**config.mk**
```make
export PLATFORM = sky130hd
export DESIGN_NAME = lcd_refresh_ctrl_flat
export DESIGN_NICKNAME = d
export VERILOG_FILES = /design/src/rtl/lcd_refresh_ctrl_if.sv /design/src/rtl/lcd_refresh_ctrl.sv /design/src/flat_wrapper.sv
export SDC_FILE = /design/constraint.sdc
export NUM_CORES = 1
export LEC_CHECK = 0
export CORE_MARGIN = 5
export CORE_UTILIZATION = 45
export CTS_BUF_LIST = sky130_fd_sc_hd__clkbuf_4 sky130_fd_sc_hd__clkbuf_8
export DETAILED_ROUTE_END_ITERATION = 12
export PLACE_DENSITY = 0.73
export SETUP_SLACK_MARGIN = 0.1
export SLEW_MARGIN = 20
export SYNTH_ARGS = -nofsm -noshare
export SYNTH_HDL_FRONTEND = slang
export SYNTH_SLANG_ARGS = --single-unit
```
**constraint.sdc**
```tcl
create_clock -name clk -period 2.7 [get_ports clk]
set_clock_uncertainty 0.15 [all_clocks]
set_input_delay 0.54 -clock clk [delete_from_list [all_inputs] [get_ports clk]]
set_output_delay 0.54 -clock clk [all_outputs]
set_load 0.05 [all_outputs]
```
**src/rtl/lcd_refresh_ctrl_if.sv**
```systemverilog
// Purpose : bundles the message-buffer read port and the HD44780 pin bus of the LCD refresher.
// Latency : n/a (wires only); rdata is a zero-latency combinational read of raddr.
// Backpr. : none; the panel is paced purely by fixed cycle timing, there is no handshake.
// Ports   : raddr/rdata = buffer read port; lcd_data/lcd_rs/lcd_rw/lcd_en = panel pins;
//           frame_done = 1-cycle pulse once a full frame has been written.
interface lcd_refresh_ctrl_if;
  logic [4:0] raddr;
  logic [7:0] rdata;
  logic [7:0] lcd_data;
  logic       lcd_rs;
  logic       lcd_rw;
  logic       lcd_en;
  logic       frame_done;

  // master = the refresh controller, slave = buffer + panel side
  modport master (
    output raddr, lcd_data, lcd_rs, lcd_rw, lcd_en, frame_done,
    input  rdata
  );
  modport slave (
    input  raddr, lcd_data, lcd_rs, lcd_rw, lcd_en, frame_done,
    output rdata
  );
endinterface

```
**src/rtl/lcd_refresh_ctrl.sv**
```systemverilog
// Purpose : power-up wait + HD44780 init, then endless refresh of a 16x2 panel from a 32-byte buffer.
// Latency : one write = 1 setup + E_HIGH_CYC enable + CHAR_WAIT_CYC (CLEAR_WAIT_CYC after 0x01) cycles.
// Backpr. : none; timing is open-loop, the panel is assumed to keep up with the programmed waits.
// Ports   : clk, rst (async, active-high); bus (master modport): raddr/rdata buffer read,
//           lcd_data/lcd_rs/lcd_rw/lcd_en panel pins, frame_done end-of-frame pulse.
module lcd_refresh_ctrl #(
  parameter int PWRUP_CYC      = 750000,
  parameter int E_HIGH_CYC     = 16,
  parameter int CHAR_WAIT_CYC  = 2500,
  parameter int CLEAR_WAIT_CYC = 82000,
  parameter int REFRESH_CYC    = 500000
) (
  input  logic                 clk,
  input  logic                 rst,
  lcd_refresh_ctrl_if.master   bus
);

  localparam int WAIT_MAX = (CLEAR_WAIT_CYC > CHAR_WAIT_CYC) ? CLEAR_WAIT_CYC : CHAR_WAIT_CYC;
  localparam int PW = (PWRUP_CYC   > 1) ? $clog2(PWRUP_CYC)   : 1;
  localparam int EW = (E_HIGH_CYC  > 1) ? $clog2(E_HIGH_CYC)  : 1;
  localparam int WW = (WAIT_MAX    > 1) ? $clog2(WAIT_MAX)    : 1;
  localparam int RW = (REFRESH_CYC > 1) ? $clog2(REFRESH_CYC) : 1;

  localparam logic [PW-1:0] PWR_LAST = PW'(PWRUP_CYC - 1);
  localparam logic [EW-1:0] EN_LAST  = EW'(E_HIGH_CYC - 1);
  localparam logic [WW-1:0] CHR_LAST = WW'(CHAR_WAIT_CYC - 1);
  localparam logic [WW-1:0] CLR_LAST = WW'(CLEAR_WAIT_CYC - 1);
  localparam logic [RW-1:0] REF_LAST = RW'(REFRESH_CYC - 1);

  typedef enum logic [2:0] {PWRUP, INIT, L1ADDR, L1CHR, L2ADDR, L2CHR, REFR} state_t;
  typedef enum logic [1:0] {PH_SETUP, PH_EN_HI, PH_WAIT} phase_t;

  state_t        state_q, state_d;
  phase_t        phase_q, phase_d;
  logic [3:0]    idx_q, idx_d;
  logic [PW-1:0] pwr_cnt_q, pwr_cnt_d;
  logic [EW-1:0] en_cnt_q, en_cnt_d;
  logic [WW-1:0] wait_cnt_q, wait_cnt_d;
  logic [RW-1:0] refr_cnt_q, refr_cnt_d;
  logic [4:0]    raddr_q, raddr_d;
  logic [7:0]    lcd_data_q, lcd_data_d;
  logic          lcd_rs_q, lcd_rs_d;
  logic          lcd_en_q, lcd_en_d;
  logic          frame_done_q, frame_done_d;

  // {rs, data} for write number i of state s; characters get the digit/space mapping.
  function automatic logic [8:0] write_word(input state_t s, input logic [3:0] i,
                                            input logic [7:0] rd);
    logic [8:0] w;
    w = 9'h000;
    case (s)
      INIT: begin
        case (i)
          4'd0:    w = {1'b0, 8'h38};
          4'd1:    w = {1'b0, 8'h0C};
          4'd2:    w = {1'b0, 8'h01};
          default: w = {1'b0, 8'h06};
        endcase
      end
      L1ADDR: w = {1'b0, 8'h80};
      L2ADDR: w = {1'b0, 8'hC0};
      L1CHR, L2CHR: begin
        if (rd < 8'h0A)      w = {1'b1, rd + 8'h30};
        else if (rd < 8'h20) w = {1'b1, 8'h20};
        else                 w = {1'b1, rd};
      end
      default: w = 9'h000;
    endcase
    return w;
  endfunction

  logic       go;
  state_t     nst;
  logic [3:0] nidx;
  logic       clear_wait;

  always_comb begin
    state_d      = state_q;
    phase_d      = phase_q;
    idx_d        = idx_q;
    pwr_cnt_d    = pwr_cnt_q;
    en_cnt_d     = en_cnt_q;
    wait_cnt_d   = wait_cnt_q;
    refr_cnt_d   = refr_cnt_q;
    raddr_d      = raddr_q;
    lcd_data_d   = lcd_data_q;
    lcd_rs_d     = lcd_rs_q;
    lcd_en_d     = 1'b0;
    frame_done_d = 1'b0;
    go           = 1'b0;
    nst          = state_q;
    nidx         = 4'd0;
    // the clear command needs the long wait; everything else uses the short one
    clear_wait   = !lcd_rs_q && (lcd_data_q == 8'h01);

    case (state_q)
      PWRUP: begin
        if (pwr_cnt_q == PWR_LAST) begin go = 1'b1; nst = INIT; end
        else pwr_cnt_d = pwr_cnt_q + PW'(1);
      end
      REFR: begin
        if (refr_cnt_q == REF_LAST) begin go = 1'b1; nst = L1ADDR; end
        else refr_cnt_d = refr_cnt_q + RW'(1);
      end
      default: begin
        case (phase_q)
          PH_SETUP: begin
            phase_d  = PH_EN_HI;
            en_cnt_d = '0;
            lcd_en_d = 1'b1;
          end
          PH_EN_HI: begin
            if (en_cnt_q == EN_LAST) begin
              phase_d    = PH_WAIT;
              wait_cnt_d = '0;
              // advance the buffer address now so it is settled long before the next SETUP;
              // after the very last character it is cleared on entry to REFR instead
              if (state_q == L1CHR || (state_q == L2CHR && idx_q != 4'd15))
                raddr_d = raddr_q + 5'd1;
            end else begin
              en_cnt_d = en_cnt_q + EW'(1);
              lcd_en_d = 1'b1;
            end
          end
          PH_WAIT: begin
            if (wait_cnt_q == (clear_wait ? CLR_LAST : CHR_LAST)) begin
              go   = 1'b1;
              nidx = idx_q + 4'd1;
              case (state_q)
                INIT:   if (idx_q == 4'd3)  begin nst = L1ADDR; nidx = 4'd0; end
                L1ADDR: begin nst = L1CHR; nidx = 4'd0; end
                L1CHR:  if (idx_q == 4'd15) begin nst = L2ADDR; nidx = 4'd0; end
                L2ADDR: begin nst = L2CHR; nidx = 4'd0; end
                L2CHR: begin
                  if (idx_q == 4'd15) begin
                    go           = 1'b0;
                    state_d      = REFR;
                    refr_cnt_d   = '0;
                    raddr_d      = 5'd0;
                    frame_done_d = 1'b1;
                  end
                end
                default: ;
              endcase
            end else begin
              wait_cnt_d = wait_cnt_q + WW'(1);
            end
          end
          default: phase_d = PH_SETUP;
        endcase
      end
    endcase

    // starting a write: the edge that enters SETUP also registers data/rs
    if (go) begin
      state_d = nst;
      idx_d   = nidx;
      phase_d = PH_SETUP;
      {lcd_rs_d, lcd_data_d} = write_word(nst, nidx, bus.rdata);
    end
  end

  always_ff @(posedge clk or posedge rst) begin
    if (rst) begin
      state_q      <= PWRUP;
      phase_q      <= PH_SETUP;
      idx_q        <= '0;
      pwr_cnt_q    <= '0;
      en_cnt_q     <= '0;
      wait_cnt_q   <= '0;
      refr_cnt_q   <= '0;
      raddr_q      <= '0;
      lcd_data_q   <= '0;
      lcd_rs_q     <= 1'b0;
      lcd_en_q     <= 1'b0;
      frame_done_q <= 1'b0;
    end else begin
      state_q      <= state_d;
      phase_q      <= phase_d;
      idx_q        <= idx_d;
      pwr_cnt_q    <= pwr_cnt_d;
      en_cnt_q     <= en_cnt_d;
      wait_cnt_q   <= wait_cnt_d;
      refr_cnt_q   <= refr_cnt_d;
      raddr_q      <= raddr_d;
      lcd_data_q   <= lcd_data_d;
      lcd_rs_q     <= lcd_rs_d;
      lcd_en_q     <= lcd_en_d;
      frame_done_q <= frame_done_d;
    end
  end

  assign bus.raddr      = raddr_q;
  assign bus.lcd_data   = lcd_data_q;
  assign bus.lcd_rs     = lcd_rs_q;
  assign bus.lcd_rw     = 1'b0;
  assign bus.lcd_en     = lcd_en_q;
  assign bus.frame_done = frame_done_q;

endmodule
```
**src/flat_wrapper.sv**
```systemverilog
// flat-port wrapper written by rule: the top's interface ports become plain ports
module lcd_refresh_ctrl_flat 
#(
  parameter int PWRUP_CYC      = 750000,
  parameter int E_HIGH_CYC     = 16,
  parameter int CHAR_WAIT_CYC  = 2500,
  parameter int CLEAR_WAIT_CYC = 82000,
  parameter int REFRESH_CYC    = 500000
)
  (clk, rst, bus_raddr, bus_lcd_data, bus_lcd_rs, bus_lcd_rw, bus_lcd_en, bus_frame_done, bus_rdata);
  lcd_refresh_ctrl_if bus_i ();
  input  logic clk;
  input  logic rst;
  output wire logic [$bits(bus_i.raddr)-1:0] bus_raddr;
  output wire logic [$bits(bus_i.lcd_data)-1:0] bus_lcd_data;
  output wire logic [$bits(bus_i.lcd_rs)-1:0] bus_lcd_rs;
  output wire logic [$bits(bus_i.lcd_rw)-1:0] bus_lcd_rw;
  output wire logic [$bits(bus_i.lcd_en)-1:0] bus_lcd_en;
  output wire logic [$bits(bus_i.frame_done)-1:0] bus_frame_done;
  input wire logic [$bits(bus_i.rdata)-1:0] bus_rdata;
  assign bus_raddr = bus_i.raddr;
  assign bus_lcd_data = bus_i.lcd_data;
  assign bus_lcd_rs = bus_i.lcd_rs;
  assign bus_lcd_rw = bus_i.lcd_rw;
  assign bus_lcd_en = bus_i.lcd_en;
  assign bus_frame_done = bus_i.frame_done;
  assign bus_i.rdata = bus_rdata;
  lcd_refresh_ctrl #(.PWRUP_CYC(PWRUP_CYC), .E_HIGH_CYC(E_HIGH_CYC), .CHAR_WAIT_CYC(CHAR_WAIT_CYC), .CLEAR_WAIT_CYC(CLEAR_WAIT_CYC), .REFRESH_CYC(REFRESH_CYC)) u_core (.clk(clk), .rst(rst), .bus(bus_i));
endmodule
```
==> results_dict.tcl <==
set metrics [dict create \
    status "finished, final reports clean" \
    grt_pass1_wl_microns 19100 \
    numPortBuffers 25 \
    gr-usage-met1_pct 24.0 \
    grt_max_degree 46 \
    cp.arrival_ns 2.76 \
    core_sq_um 10700 \
    synthFlopType "dfrtp_1" \
    synth_area_sq_um 4910 \
    dp.cells 718 \
    die_w_microns 114 \
    rsz0062_at_grt "true" \
    synth.ff_latch_count 85 \
    global_route.usage.total_pct 17.8 \
    drv_cap 0 \
    grt_overflow 0 \
    cts_inserted_buffers 9 \
    fin_crit_ns 2.61 \
    drc 0 \
    clock-root-buffer "clkbuf_8" \
    htree_levels 3 \
    cp_max_fo 6 \
    fill_cells 953 \
    num_vias 4295 \
    finalCritPeriodShare_pct 96.6 \
    drt_pass1_iterations 5 \
    start_util_pct 45.7 \
    grtUsageMet3_pct 3.59 \
    n_antenna_cell 0 \
    die-area_sq_um 13100 \
    grt_pass1_vias 4112 \
    instances_no_fill 753 \
    hold_path.class "register to register" \
    clk_pin_slew_ns 0.08 \
    layout_common_cells "dfrtp_1 (81), nor2_1 (60), buf_4 (49)" \
    ys_seq_area_share_pct 43.4 \
    drv_slew 0 \
    drt_iter0_markers 317 \
    start_kind "register" \
    dpl-instance-area_sq_um 5530 \
    p_per_area_nw_per_um2 347 \
    cts.sinks 85 \
    grt_most_used_layer "met2" \
    ioPinCount 27 \
    hold_viol 0 \
    drt_wl_total_microns 11800 \
    rrSetupSlack_ns 0.09 \
    area_growth_pct 26.1 \
    insertion_delay_ns 0.36 \
    syn_area_per_cell_sq_um 9.17 \
    fin_nets 631 \
    cp.required_ns 2.85 \
    clk_path_buf_depth 2 \
    design_area_sq_um 6190 \
    syn_nets 557 \
    post-route-util_pct 57.6 \
    syn_inst 535 \
    dpl_worst_slack_ns -0.0738 \
    drive_gt1_share_pct 22.5 \
    grtUsageMet2_pct 28.5 \
    cts_tree "done" \
    slew_headroom_pct 36.2 \
    dp.final_hpwl_microns 8020 \
    antenna_found_initial 0 \
    synth-edff-count 0 \
    ir_worst_vdd_uv 252 \
    worst_slew_pin_slew_ns 0.953 \
    yosys.cell_types.count 68 \
    final_common_cell "dfrtp_1" \
    setup.worst_path.class "register to register" \
    end_kind "register" \
    synth_async_sr_flop_share_pct 100 \
    ant_nets 0 \
    row_count 38 \
    dieHeight_microns 114 \
    finalSetupTns_ns 0 \
    via_per_inst 5.70 \
    wl_per_cell_microns 15.7 \
    place.gp.congestion 0.890 \
    p_leak_uw 0.00253 \
    fmax_ghz 0.383 \
    worst_slack_ns 0.0919 \
    setup_viol 0 \
    yosysWarningCount 0 \
]
==> synthesized netlist by cell type, types with 4 or more instances <==
cell / number / area [sq um]
dfrtp_1: 85 / 2130
nor2_1: 60 / 225
nand2_1: 48 / 180
nand3_1: 39 / 195
xnor2_1: 33 / 289
o21ai_0: 31 / 155
inv_1: 25 / 93.8
nand4_1: 16 / 100
a21oi_1: 15 / 75.1
nor3_1: 15 / 75.1
nor4_1: 15 / 93.8
xor2_1: 14 / 123
ha_1: 12 / 150
and3_1: 9 / 56.3
or3_1: 9 / 56.3
clkbuf_1: 7 / 26.3
a2111oi_2: 6 / 90.1
buf_2: 6 / 30.0
mux2i_1: 5 / 50.1
o211ai_1: 5 / 37.5
a21o_1: 4 / 30.0
and2_1: 4 / 25.0
nor2b_1: 4 / 25.0
==> path summary, 6_finish.rpt <==
kind	startpoint	to	depth (start not counted)
max in group asynchronous	rst	u_core.bus.lcd_data[2]	3
worst min-delay path	u_core.pwr_cnt_q[8]	u_core.pwr_cnt_q[8]	1
min in group asynchronous	rst	u_core.wait_cnt_q[10]	3
worst max-delay path	u_core.wait_cnt_q[0]	u_core.bus.lcd_data[1]	8
worst min register to register	u_core.pwr_cnt_q[8]	u_core.pwr_cnt_q[8]	1
worst max register to register	u_core.wait_cnt_q[0]	u_core.bus.lcd_data[1]	8
==> metrics by stage <==
stage / hold WS [ns] / power, uW
CTS: 0.328 / 2160
global placement: 0.307 / 1350
detailed placement: 0.313 / 1350
finish: 0.332 / 2140
global route: 0.348 / 2230
floorplan: 0.288 / 1330
==> power breakdown <==
part	total [uW]	switching [uW]	leakage, uW	internal, uW
sequential	1270	0	0.00114	1270
clock	817	456	0.0000846	361
combinational	56.3	38.1	0.00131	18.2
total	2140	494	0.00253	1650
==> worst max-delay path, stage by stage, from the launching register on <==
cell and delay, ns:
dfrtp_1 0.39, ha_2 0.23, nor3b_2 0.23, and4_2 0.37, nand3_1 0.18, o21a_4 0.25
or4_4 0.50, o21ai_2 0.14, a31o_1 0.11
==> registers in the layout, indices dropped and copies added (netlist names) <==
signal                 count
u_core.en_cnt_q            4
u_core.bus.frame_done      1
u_core.bus.raddr           5
u_core.refr_cnt_q         19
u_core.bus.lcd_rs          1
u_core.bus.lcd_en          1
u_core.idx_q               4
u_core.bus.lcd_data        8
u_core.wait_cnt_q         17
u_core.phase_q             2
u_core.pwr_cnt_q          20
u_core.state_q             3
==> kinds of logic (layout without fill, tap and decap cells) <==
| logic type | count (synthesis) | after routing | synth area share, % |
|---|---|---|---|
| and+or+nand+nor | 244 | 244 | 25.2 |
| AOI/OAI and AO/OA | 94 | 94 | 14.4 |
| DFF | 85 | 85 | 43.4 |
| xor gates and xnor gates | 47 | 47 | 8.39 |
| buffers and inverters | 45 | 123 | 3.98 |
| adders and majority gates | 12 | 12 | 3.06 |
| muxes | 7 | 7 | 1.56 |
| other | 1 | 1 | 0.0764 |
==> metal layers <==
layer	part of all wire, %	vias to the layer above
met5	0	-
met1	47	2101
li1	-	2049
met3	4.7	27
met2	46	118
met4	2.3	0
==> layout make-up <==
class / count / area [sq um] / share of cell area (%)
multi-input combinational: 405 / 2880 / 46.5
sequential: 85 / 2130 / 34.5
timing repair buffer: 82 / 729 / 11.8
tap: 140 / 175 / 2.83
clock buffer: 11 / 145 / 2.35
inverter: 26 / 101 / 1.64
clock inverter: 4 / 25.0 / 0.404
==> timing repair <==
| action | CTS | global route |
|---|---|---|
| hold buffers | 0 | 0 |
| endpoints found under the setup margin | 12 | 33 |
| gates resized for setup | 14 | 51 |
| pin swaps | 13 | 23 |
| buffers inserted | 8 | 12 |
(Power assumes the default switching activity.)
==> RTL edit: new RTL, same settings <==
The 7 states of `state_t` get a one-hot encoding in 7 bits.
--- a/src/rtl/lcd_refresh_ctrl.sv
+++ b/src/rtl/lcd_refresh_ctrl.sv
@@ -27,7 +27,7 @@
   localparam logic [WW-1:0] CLR_LAST = WW'(CLEAR_WAIT_CYC - 1);
   localparam logic [RW-1:0] REF_LAST = RW'(REFRESH_CYC - 1);
 
-  typedef enum logic [2:0] {PWRUP, INIT, L1ADDR, L1CHR, L2ADDR, L2CHR, REFR} state_t;
+  typedef enum logic [6:0] {PWRUP = 7'b0000001, INIT = 7'b0000010, L1ADDR = 7'b0000100, L1CHR = 7'b0001000, L2ADDR = 7'b0010000, L2CHR = 7'b0100000, REFR = 7'b1000000} state_t;
   typedef enum logic [1:0] {PH_SETUP, PH_EN_HI, PH_WAIT} phase_t;
 
   state_t        state_q, state_d;
Behaviour: same outputs for any inputs over 10 cycles, from zero or initial values and one cycle with rst high; not proved beyond that.
==> RTL edit against the original RTL <==
The flow now finishes with violations (negative setup slack). Synthesized area grew 3.4%. Cell area grew 13%. Sequential cell count grew 4. Worst setup slack lost 0.16 ns. Clock power grew 22%. Global-route usage grew 2.5 points. Routed wire length grew 23%. Power grew 12%.
==> RTL edit: results (changes against the original RTL) <==
DP Area=5950 um2 (+7.6%); reg2reg start=u_core.state_q[2]; synth top area cells=dfrtp_1, xor2_1, nor2_1; Root Buffer=clkbuf_8; slowest CP cell=or4b_4; crit path setup slack, layout=-0.0653 ns (-0.157 ns); fill cell count=827 (-13%); TritonCTS buffer count=9 (unchanged); Final Wtd Congestion=0.879 (-1.2%); clock slew seen by the registers of the worst setup and hold paths=0.09 ns; first-pass GRT wire length=22300 um (+17%); Synth async-reset ratio=1.00 (unchanged); Syn Nets=577 (+3.6%); commonest cells in the netlist=dfrtp_1, nor2_1, nand2_1; Hold Startpoint=u_core.pwr_cnt_q[17]; number of buffers added on ports=25 (unchanged); R2R Path End=u_core.bus.lcd_data[1]; gr usage total=0.203 (+0.0248); R2R cell count=10 (+2); Leak Pwr=3.12 nW (+23%); Clock Latency Late Sink=0.37 ns; 1st-iter DRT viols=555 (+75%); Synth Flop Type=dfrtp_1; Seq/Total Area, Yosys=0.439 (+0.00554); vias in the first global route=4746 (+15%); synth unique cells=71 (+4.4%); status=finished with violations; slowest stage delay, CP=0.60 ns (+0.10 ns); CP delay by family, top=compound AO/OA/AOI/OAI gates; wire per inst=17.6 um (+13%); initial antenna violation count=0 (unchanged); biggest regs=u_core.pwr_cnt_q x20, u_core.refr_cnt_q x19, u_core.wait_cnt_q x17; Bufs on Longest Clock Path=2 (unchanged); setup violators final=5 (+5); warnings from Yosys=0 (unchanged); H-tree levels=3 (unchanged); Hold Path Stages=1 (unchanged); Worst Max-Slew Pin Slew=0.694 ns (-0.258 ns); VDD IR max=367 uV (+46%); maximum fanout along the worst path=6 (unchanged); DRT Pass-1 Iters=5 (unchanged); NumNets Final=698 (+11%); largest net degree at the start of global routing=90 (+96%); layout cells sized above 1=0.309 (+0.0837); via count=4900 (+14%); # diodes=0 (unchanged); Worst Path Arrival=2.87 ns (+0.11 ns); Worst Hold Path EP=u_core.pwr_cnt_q[17]; Hold WS=0.354 ns (+0.0221 ns); failing checks=negative setup slack; Hold Path Class=reg -> reg; detailed placer's ending HPWL=8890 um (+11%)
-- RTL edit: changes by cell type in the layout (fill, tap and decap cells not counted), moves of 8 or more --
cell / change
nand4_1: +13
o21ai_1: +12
xnor2_1: -16
nand3_1: -11
buf_6: +11
a2111oi_2: -8
nor3_4: +8
nand2_1: +12
buf_4: +30
xor2_1: +17
-- RTL edit: timing repair --
item / CTS / global route
pin swaps: 30 / 31
gates resized for setup: 45 / 78
buffers inserted: 18 / 16
cloned: 2 / 0
endpoints found under the setup margin: 31 / 57
-- RTL edit: where the power goes --
group | switching, mW | internal (mW) | total (mW) | leakage (nW)
registers | 0 | 1.33 | 1.33 | 1.16
clock network | 0.490 | 0.513 | 1.00 | 0.109
logic | 0.0409 | 0.0186 | 0.0596 | 1.85
-- RTL edit: metal layers --
layer / vias to the layer above / wire length [um] / global-route usage
li1: 2254 / - / -
met1: 2423 / 5920 / 0.257
met2: 160 / 7240 / 0.347
met3: 63 / 711 / 0.0415
met4: 0 / 577 / 0.0727
met5: - / 0 / 0
-- RTL edit: cell families (layout without fill, tap and decap cells) --
kind of cell | Yosys count | in the layout | share of synthesized area
AO/OA/AOI/OAI | 98 | 99 | 0.127
XOR/XNOR | 48 | 48 | 0.0828
adder cells (fa/ha/maj) | 12 | 12 | 0.0296
buffers and inverters | 34 | 157 | 0.0286
flip-flops | 89 | 89 | 0.439
multiplexers | 6 | 7 | 0.0141
other | 1 | 1 | 0.000739
AND/OR/NAND/NOR | 267 | 267 | 0.278
-- RTL edit: final cells by class --
class | count | area (um2) | area share
flip-flops and latches | 89 | 2240 | 0.320
repair buffers | 122 | 1060 | 0.152
well taps | 140 | 175 | 0.0251
inverters | 20 | 78.8 | 0.0113
multi-input cells | 434 | 3220 | 0.461
clock buffers | 9 | 124 | 0.0177
clock inverters | 6 | 83.8 | 0.0120
-- RTL edit: worst max path at each step --
stage                                  end                  from  cells past startpoint
floorplan            u_core.wait_cnt_q[10]     u_core.bus.lcd_rs                      8
global placement    u_core.bus.lcd_data[3]     u_core.bus.lcd_rs                      8
detailed placement   u_core.wait_cnt_q[15]     u_core.bus.lcd_rs                      8
CTS                 u_core.bus.lcd_data[5]  u_core.wait_cnt_q[3]                     10
global route        u_core.bus.lcd_data[1]     u_core.state_q[3]                     11
finish              u_core.bus.lcd_data[1]     u_core.state_q[2]                     10
-- RTL edit: through the flow --
step | std cells | util | setup TNS, ns | setup WS [ns]
after floorplan | 555 | - | 0 | 0.102
after global placement | 770 | 0.545 | 0 | 0.0120
after detailed placement | 770 | 0.545 | -0.348 | -0.0653
after CTS | 805 | 0.600 | 0 | 0.0852
after global routing | 820 | 0.639 | -1.10 | -0.155
final | 820 | 0.639 | -0.188 | -0.0653
